<file path="config.mk">
export PLATFORM = sky130hd
export DESIGN_NAME = jtframe_dwnld_sched_flat
export DESIGN_NICKNAME = d
export VERILOG_FILES = /design/src/rtl/jtframe_dwnld_sched_if.sv /design/src/rtl/jtframe_dwnld_sched.sv /design/src/flat_wrapper.sv
export SDC_FILE = /design/constraint.sdc
export NUM_CORES = 1
export LEC_CHECK = 0
export ABC_AREA = 0
export CAP_MARGIN = 15
export CELL_PAD_IN_SITES_DETAIL_PLACEMENT = 2
export CELL_PAD_IN_SITES_GLOBAL_PLACEMENT = 2
export CORE_MARGIN = 3
export CORE_UTILIZATION = 45
export CTS_BUF_LIST = sky130_fd_sc_hd__clkbuf_8 sky130_fd_sc_hd__clkbuf_16
export CTS_CLUSTER_DIAMETER = 50
export CTS_CLUSTER_SIZE = 28
export DETAILED_ROUTE_END_ITERATION = 10
export PLACE_DENSITY = 0.83
export SLEW_MARGIN = 25
export SYNTH_ARGS = -nofsm -noshare
export SYNTH_HDL_FRONTEND = slang
export SYNTH_SLANG_ARGS = --single-unit
</file>
<file path="constraint.sdc">
create_clock -name clk_rom -period 10.2 [get_ports clk_rom]
set_input_delay 2.04 -clock clk_rom [delete_from_list [all_inputs] [get_ports clk_rom]]
set_output_delay 2.04 -clock clk_rom [all_outputs]
set_load 0.02 [all_outputs]
</file>
<file path="src/rtl/jtframe_dwnld_sched_if.sv">
// Bus bundle between the download scheduler, the hps_io ioctl byte stream
// and the SDRAM programming port.
//   ioctl_download/index/wr/addr/data : byte stream from hps_io
//   prog_addr/data/mask/ba/we          : word write request towards SDRAM
//   prog_rdy                           : SDRAM has accepted the current write
// modport slave  : the scheduler's view
// modport master : the view of whoever drives the byte stream and answers prog_rdy
interface jtframe_dwnld_sched_if;
  logic        ioctl_download;
  logic [7:0]  ioctl_index;
  logic        ioctl_wr;
  logic [24:0] ioctl_addr;
  logic [7:0]  ioctl_data;
  logic [21:0] prog_addr;
  logic [15:0] prog_data;
  logic [1:0]  prog_mask;
  logic [1:0]  prog_ba;
  logic        prog_we;
  logic        prog_rdy;

  modport slave (
    input  ioctl_download, ioctl_index, ioctl_wr, ioctl_addr, ioctl_data, prog_rdy,
    output prog_addr, prog_data, prog_mask, prog_ba, prog_we
  );

  modport master (
    output ioctl_download, ioctl_index, ioctl_wr, ioctl_addr, ioctl_data, prog_rdy,
    input  prog_addr, prog_data, prog_mask, prog_ba, prog_we
  );
endinterface

</file>
<file path="src/rtl/jtframe_dwnld_sched.sv">
// Download scheduler: packs index-0 ROM bytes into 16-bit words, picks the
// SDRAM bank from the byte address, buffers words in a small FIFO and hands
// them to the SDRAM programming port with a prog_we/prog_rdy handshake.
// Also captures core_mod (index 1) and MRA DIP switches (index 254).
// Ports:
//   clk_rom     : single clock
//   rst         : asynchronous, active-high reset
//   bus         : ioctl byte stream in, prog_* word writes out (slave modport)
//   downloading : ROM stream window active (LOAD)
//   dwnld_busy  : any non-idle state (LOAD, FLUSH, DRAIN)
//   overflow    : sticky, a word or byte was lost
//   core_mod    : core mode bits
//   dipsw       : MRA DIP switches, byte 0 in [7:0]
module jtframe_dwnld_sched #(
  parameter int          FIFO_DEPTH = 4,
  parameter logic [24:0] BA1_START  = 25'h10_0000,
  parameter logic [24:0] BA2_START  = 25'h18_0000,
  parameter logic [24:0] BA3_START  = 25'h1C_0000
) (
  input  logic                    clk_rom,
  input  logic                    rst,
  jtframe_dwnld_sched_if.slave    bus,
  output logic                    downloading,
  output logic                    dwnld_busy,
  output logic                    overflow,
  output logic [6:0]              core_mod,
  output logic [31:0]             dipsw
);

  localparam int           AW   = $clog2(FIFO_DEPTH);
  localparam logic [AW:0]  FULL = (AW+1)'(FIFO_DEPTH);

  typedef enum logic [1:0] {IDLE, LOAD, FLUSH, DRAIN} state_t;

  // Field order matches the {ba, addr, data, mask} load of the prog_* port.
  typedef struct packed {
    logic [1:0]  ba;
    logic [21:0] addr;
    logic [15:0] data;
    logic [1:0]  mask;
  } word_t;

  state_t          state, state_nx;
  word_t           mem [FIFO_DEPTH];
  logic [AW-1:0]   wr_ptr, rd_ptr;
  logic [AW:0]     count;
  logic            pend_valid;
  logic [24:0]     pend_addr;
  logic [7:0]      pend_byte;
  logic            st_push;      // a packed word waits one cycle before entering the FIFO
  word_t           st_word;
  logic            pop, push_ok, wr_rom;

  // Bank and in-bank word address for a word whose even byte sits at a.
  function automatic word_t make_word(input logic [24:0] a, input logic [15:0] d,
                                      input logic [1:0] m);
    word_t       w;
    logic [24:0] start;
    if (a >= BA3_START)      begin w.ba = 2'd3; start = BA3_START; end
    else if (a >= BA2_START) begin w.ba = 2'd2; start = BA2_START; end
    else if (a >= BA1_START) begin w.ba = 2'd1; start = BA1_START; end
    else                     begin w.ba = 2'd0; start = '0;        end
    w.addr = 22'((a - start) >> 1);
    w.data = d;
    w.mask = m;
    return w;
  endfunction

  assign pop     = bus.prog_we && bus.prog_rdy;
  // A full FIFO still accepts the word when the head leaves on the same edge.
  assign push_ok = st_push && (count != FULL || pop);
  assign wr_rom  = bus.ioctl_wr && bus.ioctl_index == 8'd0;

  // NOTE: every variable assigned in a combinational block gets a default
  // first, otherwise paths that skip the assignment infer a latch.
  always_comb begin
    state_nx = state;
    case (state)
      IDLE:  if (bus.ioctl_download && bus.ioctl_index == 8'd0) state_nx = LOAD;
      LOAD:  if (!bus.ioctl_download) state_nx = FLUSH;
      FLUSH: state_nx = DRAIN;
      DRAIN: if (count == '0 && !bus.prog_we && !st_push) state_nx = IDLE;
      default: state_nx = IDLE;
    endcase
  end

  // NOTE: the FIFO storage is deliberately left out of reset; the pointers
  // and count define what is valid, so clearing the array buys nothing.
  always_ff @(posedge clk_rom) begin
    if (push_ok) mem[wr_ptr] <= st_word;
  end

  // NOTE: sequential state uses non-blocking assignments only, so every
  // read in this block sees the value from before the clock edge.
  always_ff @(posedge clk_rom or posedge rst) begin
    if (rst) begin
      state         <= IDLE;
      downloading   <= 1'b0;
      dwnld_busy    <= 1'b0;
      overflow      <= 1'b0;
      core_mod      <= 7'b000_0001;
      dipsw         <= 32'hFFFF_FFFF;
      wr_ptr        <= '0;
      rd_ptr        <= '0;
      count         <= '0;
      pend_valid    <= 1'b0;
      pend_addr     <= '0;
      pend_byte     <= '0;
      st_push       <= 1'b0;
      st_word       <= '0;
      bus.prog_we   <= 1'b0;
      bus.prog_addr <= '0;
      bus.prog_data <= '0;
      bus.prog_mask <= 2'b11;
      bus.prog_ba   <= '0;
    end else begin
      state       <= state_nx;
      downloading <= state_nx == LOAD;
      dwnld_busy  <= state_nx != IDLE;
      st_push     <= 1'b0;

      // FIFO bookkeeping; a word that cannot be stored is dropped and flagged
      if (push_ok)      wr_ptr   <= wr_ptr + 1'b1;
      else if (st_push) overflow <= 1'b1;
      if (pop) rd_ptr <= rd_ptr + 1'b1;
      case ({push_ok, pop})
        2'b10:   count <= count + 1'b1;
        2'b01:   count <= count - 1'b1;
        default: ;
      endcase

      // Port: the head stays in the count while presented; the pop edge drops
      // prog_we, which guarantees an idle cycle before the next word.
      if (pop) begin
        bus.prog_we <= 1'b0;
      end else if (!bus.prog_we && count != '0) begin
        bus.prog_we <= 1'b1;
        {bus.prog_ba, bus.prog_addr, bus.prog_data, bus.prog_mask} <= mem[rd_ptr];
      end

      if (state == IDLE && state_nx == LOAD) begin
        overflow   <= 1'b0;
        pend_valid <= 1'b0;
      end

      // Byte packing
      if (wr_rom) begin
        if (state != LOAD) begin
          overflow <= 1'b1;
        end else if (!bus.ioctl_addr[0]) begin
          if (pend_valid) begin
            st_push <= 1'b1;
            st_word <= make_word(pend_addr, {8'h00, pend_byte}, 2'b10);
          end
          pend_valid <= 1'b1;
          pend_addr  <= bus.ioctl_addr;
          pend_byte  <= bus.ioctl_data;
        end else if (pend_valid && pend_addr[24:1] == bus.ioctl_addr[24:1]) begin
          st_push    <= 1'b1;
          st_word    <= make_word(pend_addr, {bus.ioctl_data, pend_byte}, 2'b00);
          pend_valid <= 1'b0;
        end else begin
          // Lone odd byte; an unrelated pending byte stays held for later
          st_push <= 1'b1;
          st_word <= make_word({bus.ioctl_addr[24:1], 1'b0}, {bus.ioctl_data, 8'h00}, 2'b01);
        end
      end

      if (state == FLUSH && pend_valid) begin
        st_push    <= 1'b1;
        st_word    <= make_word(pend_addr, {8'h00, pend_byte}, 2'b10);
        pend_valid <= 1'b0;
      end

      // Side-band captures, accepted in any state
      if (bus.ioctl_wr && bus.ioctl_index == 8'd1 && bus.ioctl_addr == '0)
        core_mod <= bus.ioctl_data[6:0];
      if (bus.ioctl_wr && bus.ioctl_index == 8'd254 && bus.ioctl_addr[24:2] == '0)
        dipsw[{bus.ioctl_addr[1:0], 3'b000} +: 8] <= bus.ioctl_data;
    end
  end

endmodule

</file>
<file path="src/flat_wrapper.sv">
// flat-port wrapper written by rule: the top's interface ports become plain ports
module jtframe_dwnld_sched_flat 
#(
  parameter int          FIFO_DEPTH = 4,
  parameter logic [24:0] BA1_START  = 25'h10_0000,
  parameter logic [24:0] BA2_START  = 25'h18_0000,
  parameter logic [24:0] BA3_START  = 25'h1C_0000
)
  (clk_rom, rst, downloading, dwnld_busy, overflow, core_mod, dipsw, bus_ioctl_download, bus_ioctl_index, bus_ioctl_wr, bus_ioctl_addr, bus_ioctl_data, bus_prog_rdy, bus_prog_addr, bus_prog_data, bus_prog_mask, bus_prog_ba, bus_prog_we);
  jtframe_dwnld_sched_if bus_i ();
  input  logic clk_rom;
  input  logic rst;
  output logic downloading;
  output logic dwnld_busy;
  output logic overflow;
  output logic [6:0] core_mod;
  output logic [31:0] dipsw;
  input wire logic [$bits(bus_i.ioctl_download)-1:0] bus_ioctl_download;
  input wire logic [$bits(bus_i.ioctl_index)-1:0] bus_ioctl_index;
  input wire logic [$bits(bus_i.ioctl_wr)-1:0] bus_ioctl_wr;
  input wire logic [$bits(bus_i.ioctl_addr)-1:0] bus_ioctl_addr;
  input wire logic [$bits(bus_i.ioctl_data)-1:0] bus_ioctl_data;
  input wire logic [$bits(bus_i.prog_rdy)-1:0] bus_prog_rdy;
  output wire logic [$bits(bus_i.prog_addr)-1:0] bus_prog_addr;
  output wire logic [$bits(bus_i.prog_data)-1:0] bus_prog_data;
  output wire logic [$bits(bus_i.prog_mask)-1:0] bus_prog_mask;
  output wire logic [$bits(bus_i.prog_ba)-1:0] bus_prog_ba;
  output wire logic [$bits(bus_i.prog_we)-1:0] bus_prog_we;
  assign bus_i.ioctl_download = bus_ioctl_download;
  assign bus_i.ioctl_index = bus_ioctl_index;
  assign bus_i.ioctl_wr = bus_ioctl_wr;
  assign bus_i.ioctl_addr = bus_ioctl_addr;
  assign bus_i.ioctl_data = bus_ioctl_data;
  assign bus_i.prog_rdy = bus_prog_rdy;
  assign bus_prog_addr = bus_i.prog_addr;
  assign bus_prog_data = bus_i.prog_data;
  assign bus_prog_mask = bus_i.prog_mask;
  assign bus_prog_ba = bus_i.prog_ba;
  assign bus_prog_we = bus_i.prog_we;
  jtframe_dwnld_sched #(.FIFO_DEPTH(FIFO_DEPTH), .BA1_START(BA1_START), .BA2_START(BA2_START), .BA3_START(BA3_START)) u_core (.clk_rom(clk_rom), .rst(rst), .bus(bus_i), .downloading(downloading), .dwnld_busy(dwnld_busy), .overflow(overflow), .core_mod(core_mod), .dipsw(dipsw));
endmodule
</file>
==> flow_summary.toml <==
[status]
status = "finished, final reports clean"

[flow_run]
maxCapViolations = 0

[die]
core_region_area_sq_um = 30000
start_util_pct = 46.3
die-area_sq_um = 33100
die_h_um = 182
die-width_um = 182
io_pins = 131
rows = 63

[detailed_routing]
drtIter0Drc = 585
dr.pass1.iters = 5
avgRoutedWirePerCell_um = 26.9
routed_wl_um = 39200
ant_nets = 0
num_vias = 8422
vias_per_cell = 5.77
met2_length_um = 19900
remaining_drc_errors = 0
top_layer_used = "met4"
routed-wl-met3_um = 2070
wl_met1_um = 16300

[sta]
fmax_mhz = 216
min_period_ns = 4.62
drv_slew = 0
worstMarginPinSlew_ns = 0.965
skew_ns = 0.0176
final.setup.tns_ns = 0
hold_violations = 0
finalSetupViolCount = 0
fin_crit_sh_pct = 45.3
slew_headroom_pct = 35.5
grt_setup_unrepaired = "no"

[logic_synthesis]
synth_warnings = 0
synth_top_cell_by_area = "edfxtp_1"
synth_cells = 901
synthArstFlopShare_pct = 50.3
synthesis.area_sq_um = 13900
synth_edf_count = 168
ys_types = 53
synthTopCellsByArea = "edfxtp_1 (36%), dfrtp_1 (24%), mux4_2 (6.8%)"
seq_area_frac_synth_pct = 67.2
yosys_register_bits = 338
synth_area_per_cell_sq_um = 15.4
yosys_most_used_dff = "edfxtp_1"
synthesis.nets = 965
yosys.area.top_type_share_pct = 36.3

[hold_path]
hold_depth = 2
holdCritStartpoint = "u_core.dipsw[18]"
whs_endpoint = "u_core.dipsw[18]"
hp-class = "reg -> reg"

[global_route]
grt_max_degree = 106
track_usage_pct = 24.4
grt_overflow_total = 0
antenna_found_initial = 0
grt_pass1_vias = 9904
grt_pass1_wl_um = 62200

[final_layout]
final_common_cell = "edfxtp_1"
multi_input_area_sq_um = 4270
diodes = 0
final_cell_mix = "edfxtp_1 (168), dfrtp_1 (134), clkdlybuf4s50_1 (130)"
fill_cells = 2626
final_nets = 1107
ff_latch_area_sq_um = 9340
drive_gt1_share_pct = 23.1
area_growth_pct = 21.5
fin_util_pct = 56.3

[clocking]
numCtsBuffers = 35
clock_latency_ns = 0.52
cts_hold_buffers = 0
postCtsSetupRepairBufs = 0
cts_resized = 0
clk_pin_slew_ns = 0.07
cts_buffer_depth = 3
cts_tree = "yes"
root_buffer = "clkbuf_16"
htree_num_levels = 2
clock_sink_count = 338

[pwr]
p_leak_nw = 7.07
power_density_nw_per_um2 = 223
vdd_drop_max_uv = 117

[worst_setup_path]
required_ns = 10.62
startpoint = "bus_ioctl_addr[19]"
r2r_start = "u_core.pend_addr[19]"
critPathMaxFanout = 27
start_kind = "input port"
crit_path_end_kind = "flop"
path_class = "in -> reg"
regToRegSetupSlack_ns = 7.28
rr_worst_depth = 7
reg2reg_to = "u_core.st_word[3]"
worstPathArrival_ns = 5.04

[placed_design]
gp_congestion = 0.831
dp_hpwl_um = 24800
port_buffers = 130
## cells in the mapped netlist, types with 19 or more instances
library cell	number
nand2_1	88
mux2_2	73
inv_1	47
mux4_2	42
mux2i_1	32
edfxtp_1	168
dfstp_2	35
dfrtp_1	135
o211ai_1	34
nand3_1	28
o21ai_0	19
clkbuf_1	31
xnor2_1	28
## registers in the layout, summed over array words and instances (netlist names), 2 cells and up
signal	cells
u_core.dipsw	32
u_core.bus.prog_mask	2
u_core.wr_ptr	2
u_core.pend_byte	8
u_core.core_mod	7
u_core.mem	168
u_core.rd_ptr	2
u_core.bus.prog_ba	2
u_core.state	2
u_core.bus.prog_data	16
u_core.st_word	42
u_core.bus.prog_addr	22
u_core.count	3
u_core.pend_addr	24
## kinds of logic (layout without fill, tap and decap cells)
| family | count (synthesis) | in the layout | share of synthesized area (%) |
|---|---|---|---|
| compound gates | 96 | 96 | 4.63 |
| fa+ha+maj | 18 | 18 | 1.78 |
| flops | 338 | 338 | 67.2 |
| buf+inv | 86 | 254 | 2.37 |
| simple gates | 177 | 177 | 6.47 |
| xor+xnor | 32 | 32 | 2.01 |
| mux | 154 | 154 | 15.6 |
## stage by stage
step | worst slack, ns | cell area, sq um | hold slack [ns] | instances | power, W
final | 5.58 | 16900 | 0.476 | 1459 | 0.00377
after global routing | 5.31 | 16900 | 0.490 | 1459 | 0.00393
after CTS | 5.55 | 16900 | 0.477 | 1458 | 0.00380
after detailed placement | 5.10 | 15700 | 0.460 | 1395 | 0.00248
after global placement | 5.32 | 15700 | 0.454 | 1395 | 0.00243
after floorplan | 3.61 | 13900 | 0.470 | 901 | 0.00213
## worst max path at each step
stage,to,slack (ns),cells after the start
after detailed placement,u_core.st_word[39],5.10,10
after CTS,u_core.st_word[37],5.55,10
final,u_core.st_word[3],5.58,8
after global routing,u_core.st_word[3],5.31,8
after global placement,u_core.st_word[40],5.32,10
after floorplan,u_core.bus.prog_addr[0],3.61,1
## critical path, cell delays in order
cell and delay [ns]:
clkdlybuf4s50_1 0.62, xnor2_1 0.30, nand2_1 0.09, nor4_1 0.38
and3_1 0.68, buf_4 0.41, nor2_1 0.20, o21ai_0 0.30
## report_power, final
part	total (W)	internal, W	switching [W]
sequential	0.00164	0.00155	0.0000880
combinational	0.000816	0.000414	0.000401
clock	0.00132	0.000755	0.000566
## layout make-up
cell class,count,share of cell area [%]
Clock buffer,40,5.79
Timing Repair Buffer,143,8.39
Clock inverter,23,1.27
Inverter,48,1.12
Multi-Input combinational cell,477,25.3
Tap cell,390,2.89
Sequential cell,338,55.3
## routing by layer
metal  GRT usage, %  vias up
li1               -     3624
met2           41.3      255
met3           5.15       68
met5              0        -
met1           31.9     4475
met4           7.07        0
No activity file was read; power rests on OpenSTA's default activity.
